==> src/rtl/fan_pwm_gen.sv <==
// rtl/fan_pwm_gen.sv - fixed-period fan PWM generator with per-period duty ramp
//
// Purpose: turns an enable plus a 2-bit speed level into a PWM drive whose
// duty only changes at period boundaries. With FAN_PWM_SOFTSTART_EN defined,
// the duty walks toward its target by STEP per period (soft start/stop).
// Without it, the duty jumps straight to the target at each boundary.
//
// Ports:
//   clk_in       PWM tick clock
//   rst_n        asynchronous active-low reset
//   en           fan enable; low forces a zero target
//   speed_level  0 off, 1/2/3 select L1/L2/L3_DUTY
//   pwm_out      registered PWM drive, high for cur_duty cycles per period
//   period_start one-cycle pulse in the first cycle of each period
//   cur_duty     duty currently applied
//   fan_state    0 OFF, 1 RAMP_UP, 2 RUN, 3 RAMP_DOWN
//
// Configuration macro: FAN_PWM_SOFTSTART_EN

module fan_pwm_gen #(
  parameter int unsigned PERIOD  = 20,
  parameter int unsigned STEP    = 5,
  parameter int unsigned L1_DUTY = 5,
  parameter int unsigned L2_DUTY = 10,
  parameter int unsigned L3_DUTY = 20,
  parameter int unsigned DUTY_W  = 5
) (
  input  logic              clk_in,
  input  logic              rst_n,
  input  logic              en,
  input  logic [1:0]        speed_level,
  output logic              pwm_out,
  output logic              period_start,
  output logic [DUTY_W-1:0] cur_duty,
  output logic [1:0]        fan_state
);

  typedef enum logic [1:0] {
    ST_OFF       = 2'd0,
    ST_RAMP_UP   = 2'd1,
    ST_RUN       = 2'd2,
    ST_RAMP_DOWN = 2'd3
  } state_e;

  localparam int unsigned       W1       = DUTY_W + 1;
  localparam logic [DUTY_W-1:0] CNT_LAST = DUTY_W'(PERIOD - 1);

`ifdef FAN_PWM_SOFTSTART_EN
  localparam logic [W1-1:0] STEP_V = W1'(STEP);
`else
  // An all-ones step is never smaller than the gap to target, so every
  // boundary lands directly on the target and the ramp states never occur.
  localparam logic [W1-1:0] STEP_V = W1'(STEP) | {W1{1'b1}};
`endif

  logic [DUTY_W-1:0] cnt_q, cnt_d;
  logic [DUTY_W-1:0] duty_q, duty_d;
  logic [DUTY_W-1:0] target;
  logic [W1-1:0]     duty_ext, target_ext, gap;
  logic              pwm_q, pwm_d;
  logic              ps_q, ps_d;
  logic              boundary;
  state_e            state_q, state_d;

  always_comb begin
    target = '0;
    if (en) begin
      case (speed_level)
        2'd1:    target = DUTY_W'(L1_DUTY);
        2'd2:    target = DUTY_W'(L2_DUTY);
        2'd3:    target = DUTY_W'(L3_DUTY);
        default: target = '0;
      endcase
    end
  end

  always_comb begin
    boundary = (cnt_q == CNT_LAST);
    cnt_d    = boundary ? '0 : cnt_q + DUTY_W'(1);
  end

  // Stepping works on the gap to target, so the result saturates at target
  // from either side and can neither overflow nor underflow.
  always_comb begin
    duty_ext   = {1'b0, duty_q};
    target_ext = {1'b0, target};
    gap        = '0;
    duty_d     = duty_q;
    if (boundary) begin
      if (target_ext > duty_ext) begin
        gap    = target_ext - duty_ext;
        duty_d = (gap > STEP_V) ? DUTY_W'(duty_ext + STEP_V) : target;
      end else if (target_ext < duty_ext) begin
        gap    = duty_ext - target_ext;
        duty_d = (gap > STEP_V) ? DUTY_W'(duty_ext - STEP_V) : target;
      end
    end
  end

  always_comb begin
    state_d = state_q;
    if (boundary) begin
      if (duty_d == target) begin
        state_d = (target == '0) ? ST_OFF : ST_RUN;
      end else if (duty_d < target) begin
        state_d = ST_RAMP_UP;
      end else begin
        state_d = ST_RAMP_DOWN;
      end
    end
  end

  // Loading pwm from next-state values keeps the output aligned with the
  // counter and lets a new duty take effect on the same boundary edge.
  always_comb begin
    pwm_d = (cnt_d < duty_d);
    ps_d  = boundary;
  end

  always_ff @(posedge clk_in or negedge rst_n) begin
    if (!rst_n) begin
      cnt_q   <= '0;
      duty_q  <= '0;
      state_q <= ST_OFF;
      pwm_q   <= 1'b0;
      ps_q    <= 1'b0;
    end else begin
      cnt_q   <= cnt_d;
      duty_q  <= duty_d;
      state_q <= state_d;
      pwm_q   <= pwm_d;
      ps_q    <= ps_d;
    end
  end

  // The reset term keeps every output low during reset even though the
  // flops already clear asynchronously.
  assign pwm_out      = pwm_q & rst_n;
  assign period_start = ps_q & rst_n;
  assign cur_duty     = duty_q;
  assign fan_state    = state_q;

endmodule

==> config.mk <==
export PLATFORM = sky130hd
export DESIGN_NAME = fan_pwm_gen
export DESIGN_NICKNAME = d
export VERILOG_FILES = /design/src/rtl/fan_pwm_gen.sv
export SDC_FILE = /design/constraint.sdc
export NUM_CORES = 1
export LEC_CHECK = 0
export ABC_AREA = 1
export CAP_MARGIN = 20
export CORE_MARGIN = 5
export CORE_UTILIZATION = 47
export DETAILED_ROUTE_END_ITERATION = 8
export PLACE_DENSITY = 0.78
export SYNTH_ARGS = -nofsm -noshare
export SYNTH_HDL_FRONTEND = slang
export SYNTH_SLANG_ARGS = --single-unit
==> constraint.sdc <==
create_clock -name clk_in -period 2.4 [get_ports clk_in]
set_input_delay 0.48 -clock clk_in [delete_from_list [all_inputs] [get_ports clk_in]]
set_output_delay 0.48 -clock clk_in [all_outputs]
set_load 0.02 [all_outputs]
Word level (Yosys, flattened, before mapping). Cells that the tools add are included.

Bitwise gates (word level): 2. Equality and inequality tests: 5. $add $sub $neg: 5. Reduce and logical (&&, ||, !) cells: 1. Muxes and demuxes: 11. $lt $le $gt $ge: 6.

Operator list (number): $mux 5 (7); $lt 5x5->1 (3); $pmux 5 s3 (1); $gt 6x6->1 const B (2); $sub 5x5->6 (2); $mux 2 (3); $add 5x1->5 const B (1); $add 5x5->5 const B (1); $eq 5x5->1 (1); $eq 5x5->1 const B (1); $gt 5x5->1 (1); $logic_not 5->1 (1); $sub 5x5->5 const B (1); $eq 2x2->1 const B (2); $and 1x1->1 (2); $eq 2x1->1 const B (1).

Flip-flop bits (word level): 14.

Longest topological paths before layout. Gate-level depths: netlist of the first run.

Depth in word-level cells: 12. Gate-level depth with buffers: 20. Gate-level depth less buffers: 20.

Worst setup path after synthesis of the first run. OpenSTA, ideal clock, no wires.

Path kind: input to register. From: in speed_level[0]. To: reg state_q[1] (netlist: fan_state[1]). Library setup time: 0.123 ns. Cell stages on the path: 20. Arrival time: 2.671 ns. Setup slack: -0.394 ns. Path through: nand2_1 inv_1 nand2_1 ha_1 inv_1 fa_1 nor2_1 nand2_1 nand2_1 nand2_4 nand2_1 o31ai_4 ha_1 nand2_1 nor2_1 nand2_1 nand2_1 nand2_1 o21ai_0 nand2_1.

Word-level cells in the longest chain between the ends: 12. Elaborated cells between the ends (all ways): 22. Classes of those cells: add/sub: 2; order compare: 5; eq/ne: 4; mux: 10; reduce/logical: 1.

Ends and longest elaborated chain: start: declaration (RTL line 31) `input logic [1:0] speed_level,`; $eq 2x2->1 / $eq 2x1->1 (equally long branches) (RTL line 68) `case (speed_level)`; $pmux 5 s3 (*) (RTL line 68); $mux 5 (*) (RTL line 67) `if (en) begin`; $sub 5x5->6 (RTL line 94) `gap = duty_ext - target_ext;`; $gt 6x6->1 (RTL line 95) `duty_d = (gap > STEP_V) ? DUTY_W'(duty_ext - STEP_V) : target;`; $mux 5 (RTL line 95); $mux 5 (RTL line 93) `end else if (target_ext < duty_ext) begin`; $mux 5 (*) (RTL line 90) `if (target_ext > duty_ext) begin`; $mux 5 (*) (RTL line 89) `if (boundary) begin`; net duty_d[4] (RTL line 57) `logic [DUTY_W-1:0] duty_q, duty_d;`; $lt 5x5->1 (RTL line 105) `end else if (duty_d < target) begin`; $mux 2 (RTL line 105); $mux 2 (*) (RTL line 103) `if (duty_d == target) begin`; end signal: assignment (RTL line 130) `state_q <= state_d;`; end: declaration (RTL line 63) `state_e state_q, state_d;`.

The timed path passes the listed nets; every way through them passes the cells marked *. A chain may end at the register's enable or synchronous reset.

Worst setup path in the final report of the first run.
From: in en. To: reg state_q[1] (netlist: fan_state[1]).

Word-level cells in the longest chain between the ends: 10. Elaborated cells between the ends (all ways): 18. Classes of those cells: add/sub: 2; order compare: 5; eq/ne: 1; mux: 9; reduce/logical: 1.

Ends and longest elaborated chain: start: declaration (RTL line 30) `input logic en,`; $mux 5 (*) (RTL line 67); $sub 5x5->6 (RTL line 94); $gt 6x6->1 (RTL line 95); $mux 5 (RTL line 95); $mux 5 (RTL line 93); $mux 5 (*) (RTL line 90); $mux 5 (*) (RTL line 89); net duty_d[2] (RTL line 57); $lt 5x5->1 (RTL line 105); $mux 2 (RTL line 105); $mux 2 (*) (RTL line 103).

Marks and branches as above.

==> results of run 1 <==
==> placed cells by master (no fill, tap or decap), drive strengths merged <==
| cell type | instances |
|---|---|
| xnor2 | 1 |
| nor2 | 8 |
| nand3b | 1 |
| fa | 1 |
| or2 | 1 |
| buf | 24 |
| xor2 | 1 |
| ha | 17 |
| o21ai | 8 |
| clkdlybuf4s50 | 10 |
| nand2 | 32 |
| inv | 22 |
| o31ai | 1 |
| nand3 | 5 |
| a21oi | 4 |
| nor3 | 2 |
| clkbuf | 4 |
| dfrtp | 14 |
==> sequential cells by signal, indices dropped and copies added, names as in the netlist <==
register   count
ps_q           1
cur_duty       5
fan_state      2
pwm_q          1
cnt_q          5
==> kinds of logic (layout without fill, tap and decap cells) <==
logic type / after synthesis / in the layout / share of synthesized area
flops: 14 / 14 / 0.3504
simple gates: 48 / 49 / 0.2240
buf+inv: 22 / 60 / 0.08260
xor+xnor: 2 / 2 / 0.01753
compound gates: 13 / 13 / 0.09261
fa+ha+maj: 18 / 18 / 0.2328
==> metal layers <==
metal,up-vias,global-route usage,part of all wire
met5,-,0,0
met4,0,0.1017,0.021
met3,7,0.06961,0.057
met2,19,0.3122,0.54
met1,426,0.1809,0.38
li1,452,-,-
==> worst paths after layout <==
kind	startpoint	endpoint	slack, ps	depth (start not counted)
max	en	fan_state[1]	-50	21
min reg2reg	fan_state[1]	fan_state[1]	490	2
min	fan_state[1]	fan_state[1]	490	2
max reg2reg	cur_duty[0]	fan_state[1]	-10	17
max in group asynchronous	rst_n	cur_duty[2]	1700	2
min in group asynchronous	rst_n	pwm_q	570	2
==> stage by stage <==
stage / cells / hold slack (ps)
2_1_floorplan: 117 / 184.4
3_3_place_gp: 175 / 454.3
3_5_place_dp: 175 / 460.4
4_1_cts: 182 / 480.6
5_1_grt: 183 / 544.5
6_report: 183 / 487.9
==> worst register-to-register path, cell delays in order (launching register included) <==
cell and delay, ps:
dfrtp_1 400, ha_4 140, inv_2 30, fa_2 310, nor2_1 100, nand2_1 80
nand2_2 110, nand2_4 110, nand2_2 90, o21ai_2 60, ha_1 320, nand2_2 80
nor2_2 120, nand2_1 80, nand2_1 80, nand2_1 60, o21ai_1 80, nand2_1 60
==> where the power goes <==
part           total, mW  switching [mW]  leakage, nW  internal [mW]
logic              0.251           0.132        0.532          0.119
registers          0.269          0.0140        0.175          0.255
clock network      0.172          0.0793       0.0210         0.0926
==> layout make-up <==
| cell class | instances | area, um2 |
|---|---|---|
| Clock buffer | 4 | 36.28 |
| Fill cell | 137 | 535.5 |
| Inverter | 22 | 87.58 |
| Multi-Input combinational cell | 82 | 669.4 |
| Sequential cell | 14 | 350.3 |
| Tap cell | 27 | 33.78 |
| Timing Repair Buffer | 34 | 289.0 |
==> timing repair <==
item / 4_1_cts / 5_1_grt
setup buffers: 2 / 1
resized for setup: 30 / 2
setup endpoints to repair: 3 / 3
cloned: 1 / 0
pin swaps: 16 / 5
endpoints found under the hold margin: 0 / 0
==> results.yml, run 1 <==
critical_path:
  required_ps: 2590
  critPathMaxStageDelay_ps: 320
  end_kind: "flop"
  cp_cell_sequence: "buf_8 -> nand2_8 -> inv_6 -> nand2_4 -> ha_4 -> inv_2 -> fa_2 -> nor2_1 -> nand2_1 -> nand2_2 -> nand2_4 -> nand2_2 -> o21ai_2 -> ha_1 -> nand2_2 -> nor2_2 -> nand2_1 -> nand2_1 -> nand2_1 -> o21ai_1 -> nand2_1"
  startpoint_type: "primary input"
  path_buf_inv: 3
  path_delay_family: "simple AND/OR/NAND/NOR gates"
  cp_max_fo: 5
  cp_common_cell: "nand2_1"
  critPathArrivalTime_ps: 2640
  cpMaxStageDelayCell: "ha_1"
  path_class: "primary input to flop"
place:
  dp_hpwl_um: 1885
  postPlaceCellArea_mm2: 0.001348
  port_buffers: 13
  pre_cts_slack_ps: -901.3
  finalWeightedCongestion: 0.7828
drt:
  dr_total_vias: 904
  vias_per_cell: 4.940
  wl_per_cell_um: 13.53
  drt_wl_total_um: 2476
  drt_iter0_markers: 11
  final_antenna_net_count: 0
  dr.pass1.iters: 4
  drc_errors: 0
synthesis:
  syn-mean-instance-area_um2: 8.545
  synth.area.top_cells: "dfrtp_1, ha_1, nand2_1"
  syn_inst: 117
  synth_warnings: 0
  synth_edf_count: 0
  synth_fp_nets: 140
  synthArstFlopShare: 1.000
  synth_flop_cell: "dfrtp_1"
  post-synth-top-count-cell: "nand2_1"
  yosysTopAreaCell: "dfrtp_1"
  synth_common_cells: "nand2_1, inv_1, ha_1"
  ys_seq_area_frac: 0.3504
  synth_cell_types: 23
  ys_ff_latch: 14
  netlist_area_um2: 999.7
  synth_top_area_share: 0.3504
grt:
  overflow: 0
  grt_pass1_wl_um: 4367
  antenna_found_initial: 0
  grt_max_degree: 9
  grt_pass1_vias: 1016
  grt_usage: 0.1795
floorplan:
  die_w_um: 56.12
  start_util: 0.4994
  dieArea_mm2: 0.003149
  core_mm2: 0.002002
  rows: 16
  dieHeight_um: 56.12
  io_pins: 14
clocking:
  clock-sinks: 14
  cts_tree: "done"
  cts_hold_buf: 0
  cts_max_level: 1
  cts_buffers: 3
  ctsRootBufferMaster: "clkbuf_4"
  clock_path_buffers: 2
  clk_latency_ps: 290
  clk_pin_slew_ps: 80
cells_and_area:
  post-route-cell-area_mm2: 0.001466
  num_antenna_cells: 0
  final_nets: 180
  final_layout_size_suffix_gt1_frac: 0.3974
  area_growth_pct: 46.68
  final_util: 0.7325
hold_path:
  hold_path.class: "flop to flop"
sta:
  fmax_mhz: 407.8
  timing.final.crit_share: 1.022
  max_slew_margin: 0.8032
  slew_violations: 0
  clock_skew_ps: 5.125
  setup-violations-final: 3
  finalWorstSetupSlack_ps: -52.23
  rsz0062_at_grt: "yes"
  worst_pin_slew_ps: 294.3
  hold_viol: 0
  setup_tns_ps: -93.02
  fin_crit_ps: 2452
outcome:
  violations: "negative setup slack"
  status: "finished with violations"
power_and_ir_drop:
  max-vdd-ir-drop_v: 0.0003307
  power.density_mw_per_mm2: 472.2
  cellLeakagePower_nw: 0.7282
  power_uw: 692.4
flow_run:
  maxCapViolations: 0
Power figures use the tool's default switching activity.
==> inputs of run 2 (changes only) <==
--- a/config.mk
+++ b/config.mk
@@ -6,7 +6,7 @@
 export NUM_CORES = 1
 export LEC_CHECK = 0
 export ABC_AREA = 1
-export CAP_MARGIN = 20
+export CAP_MARGIN = 10
 export CORE_MARGIN = 5
 export CORE_UTILIZATION = 47
 export DETAILED_ROUTE_END_ITERATION = 8
==> constraint.sdc (replaced) <==
create_clock -name clk_in -period 2.05 [get_ports clk_in]
set_input_delay 0.41 -clock clk_in [delete_from_list [all_inputs] [get_ports clk_in]]
set_output_delay 0.41 -clock clk_in [all_outputs]
set_load 0.02 [all_outputs]
==> results.yml, run 2 (synthesized netlist as in run 1, its figures left out) <==
sta:
  slew_violations: 0
  fin_crit_ps: 2434
  timing.final.crit_share: 1.187
  finalWorstSetupSlack_ps: -384.2
  rsz0062_at_grt: "yes"
  fmax_mhz: 410.8
  clock_skew_ps: 2.808
  worst_pin_slew_ps: 417.1
  hold_viol: 0
  setup_tns_ps: -1024
  setup-violations-final: 3
  max_slew_margin: 0.7210
critical_path:
  end_kind: "flop"
  critPathMaxStageDelay_ps: 310
  startpoint_type: "primary input"
  required_ps: 2240
  cpMaxStageDelayCell: "fa_2"
  cp_common_cell: "nand2_1"
  r2r_slack_ps: -370
  path_buf_inv: 3
  r2r_end: "fan_state[1]"
  startpoint: "en"
  path_class: "primary input to flop"
  path_delay_family: "simple AND/OR/NAND/NOR gates"
  reg2reg_depth: 17
  cp_cell_sequence: "buf_8 -> nand2_8 -> inv_6 -> nand2_4 -> ha_4 -> inv_2 -> fa_2 -> nor2_1 -> nand2_1 -> nand2_4 -> nand2_8 -> nand2_2 -> o31ai_4 -> ha_4 -> nand2_1 -> nor2_2 -> nand2_2 -> nand2_2 -> nand2_1 -> o21ai_1 -> nand2_1"
  critPathArrivalTime_ps: 2620
  cp_max_fo: 5
  r2r_start: "cur_duty[0]"
clocking:
  clock_path_buffers: 2
  cts_buffers: 3
  clk_pin_slew_ps: 90
  clk_latency_ps: 290
  cts_max_level: 1
  ctsRootBufferMaster: "clkbuf_4"
  cts_tree: "done"
  clock-sinks: 14
  cts_hold_buf: 0
drt:
  wl_per_cell_um: 14.05
  drc_errors: 0
  drt_wl_total_um: 2670
  vias_per_cell: 4.863
  dr_total_vias: 924
  drt_iter0_markers: 25
  final_antenna_net_count: 0
  dr.pass1.iters: 4
cells_and_area:
  layout_common_cells: "buf_4, nand2_1, inv_1"
  final_nets: 187
  num_antenna_cells: 0
  instances_no_fill: 190
  regArea_um2: 350.3
  layout_commonest_cell: "buf_4"
  fill_cells: 132
  final_util: 0.7781
  final_layout_size_suffix_gt1_frac: 0.4356
  multi_input_area_um2: 703.2
  area_growth_pct: 55.82
outcome:
  violations: "negative setup slack"
  status: "finished with violations"
grt:
  grt_pass1_vias: 932
  antenna_found_initial: 0
  overflow: 0
  grt_pass1_wl_um: 4209
  grt_usage: 0.1723
  grt_max_degree: 9
floorplan:
  dieHeight_um: 56.12
  rows: 16
  start_util: 0.4994
  dieArea_mm2: 0.003149
  io_pins: 14
  core_mm2: 0.002002
  die_w_um: 56.12
power_and_ir_drop:
  max-vdd-ir-drop_v: 0.0004290
  power.density_mw_per_mm2: 547.6
  cellLeakagePower_nw: 0.7926
flow_run:
  maxCapViolations: 0
hold_path:
  hold_path.class: "primary input to async pin"
place:
  dp_hpwl_um: 1984
  finalWeightedCongestion: 0.8169
  port_buffers: 13
  placedCellCount: 183
  pre_cts_slack_ps: -1194
[run 2: cell count changes in the layout (fill, tap and decap cells not counted), sizes merged]
cell           change
buf                +7
clkdlybuf4s50      -2
dlygate4sd2        +1
dlymetal6s2s       +1
[run 2: timing repair]
action,in CTS,in global routing
gates resized for setup,24,11
gates cloned,1,0
setup endpoints to repair,9,4
setup buffers,1,1
pin swaps,12,5
[run 2: power by group]
part           switching [mW]  internal, mW
clock network           0.102         0.108
logic                   0.173         0.158
registers              0.0128         0.299
[run 2: final cells by class]
class                   instances  share of cell area
repair buffers                 41              0.2225
inverters                      22             0.05623
clock buffers                   4             0.02329
flip-flops and latches         14              0.2249
multi-input cells              82              0.4514
well taps                      27             0.02169
[run 2: metal layers]
| metal | up-vias | track usage | wire (um) |
|---|---|---|---|
| met1 | 432 | 0.2123 | 1154 |
| li1 | 463 | - | - |
| met4 | 0 | 0.08136 | 83 |
| met3 | 9 | 0.02552 | 96 |
| met5 | - | 0 | 0 |
| met2 | 20 | 0.2922 | 1336 |
[run 2: how the worst max path moves through the flow]
stage | endpoint | slack, ps | cells after the start
2_1_floorplan | fan_state[1] | -410 | 18
3_3_place_gp | fan_state[1] | -1120 | 18
3_5_place_dp | fan_state[1] | -1190 | 18
4_1_cts | fan_state[1] | -330 | 17
5_1_grt | fan_state[1] | -530 | 17
6_report | fan_state[1] | -380 | 21
[run 2: through the flow]
stage	area, um2	hold slack (ps)	power (mW)
after floorplan	1074	114.4	0.4692
after global placement	1433	457.3	0.5976
after detailed placement	1433	458.0	0.6080
after CTS	1498	484.2	0.8268
after global routing	1558	517.4	0.9002
final	1558	485.2	0.8530
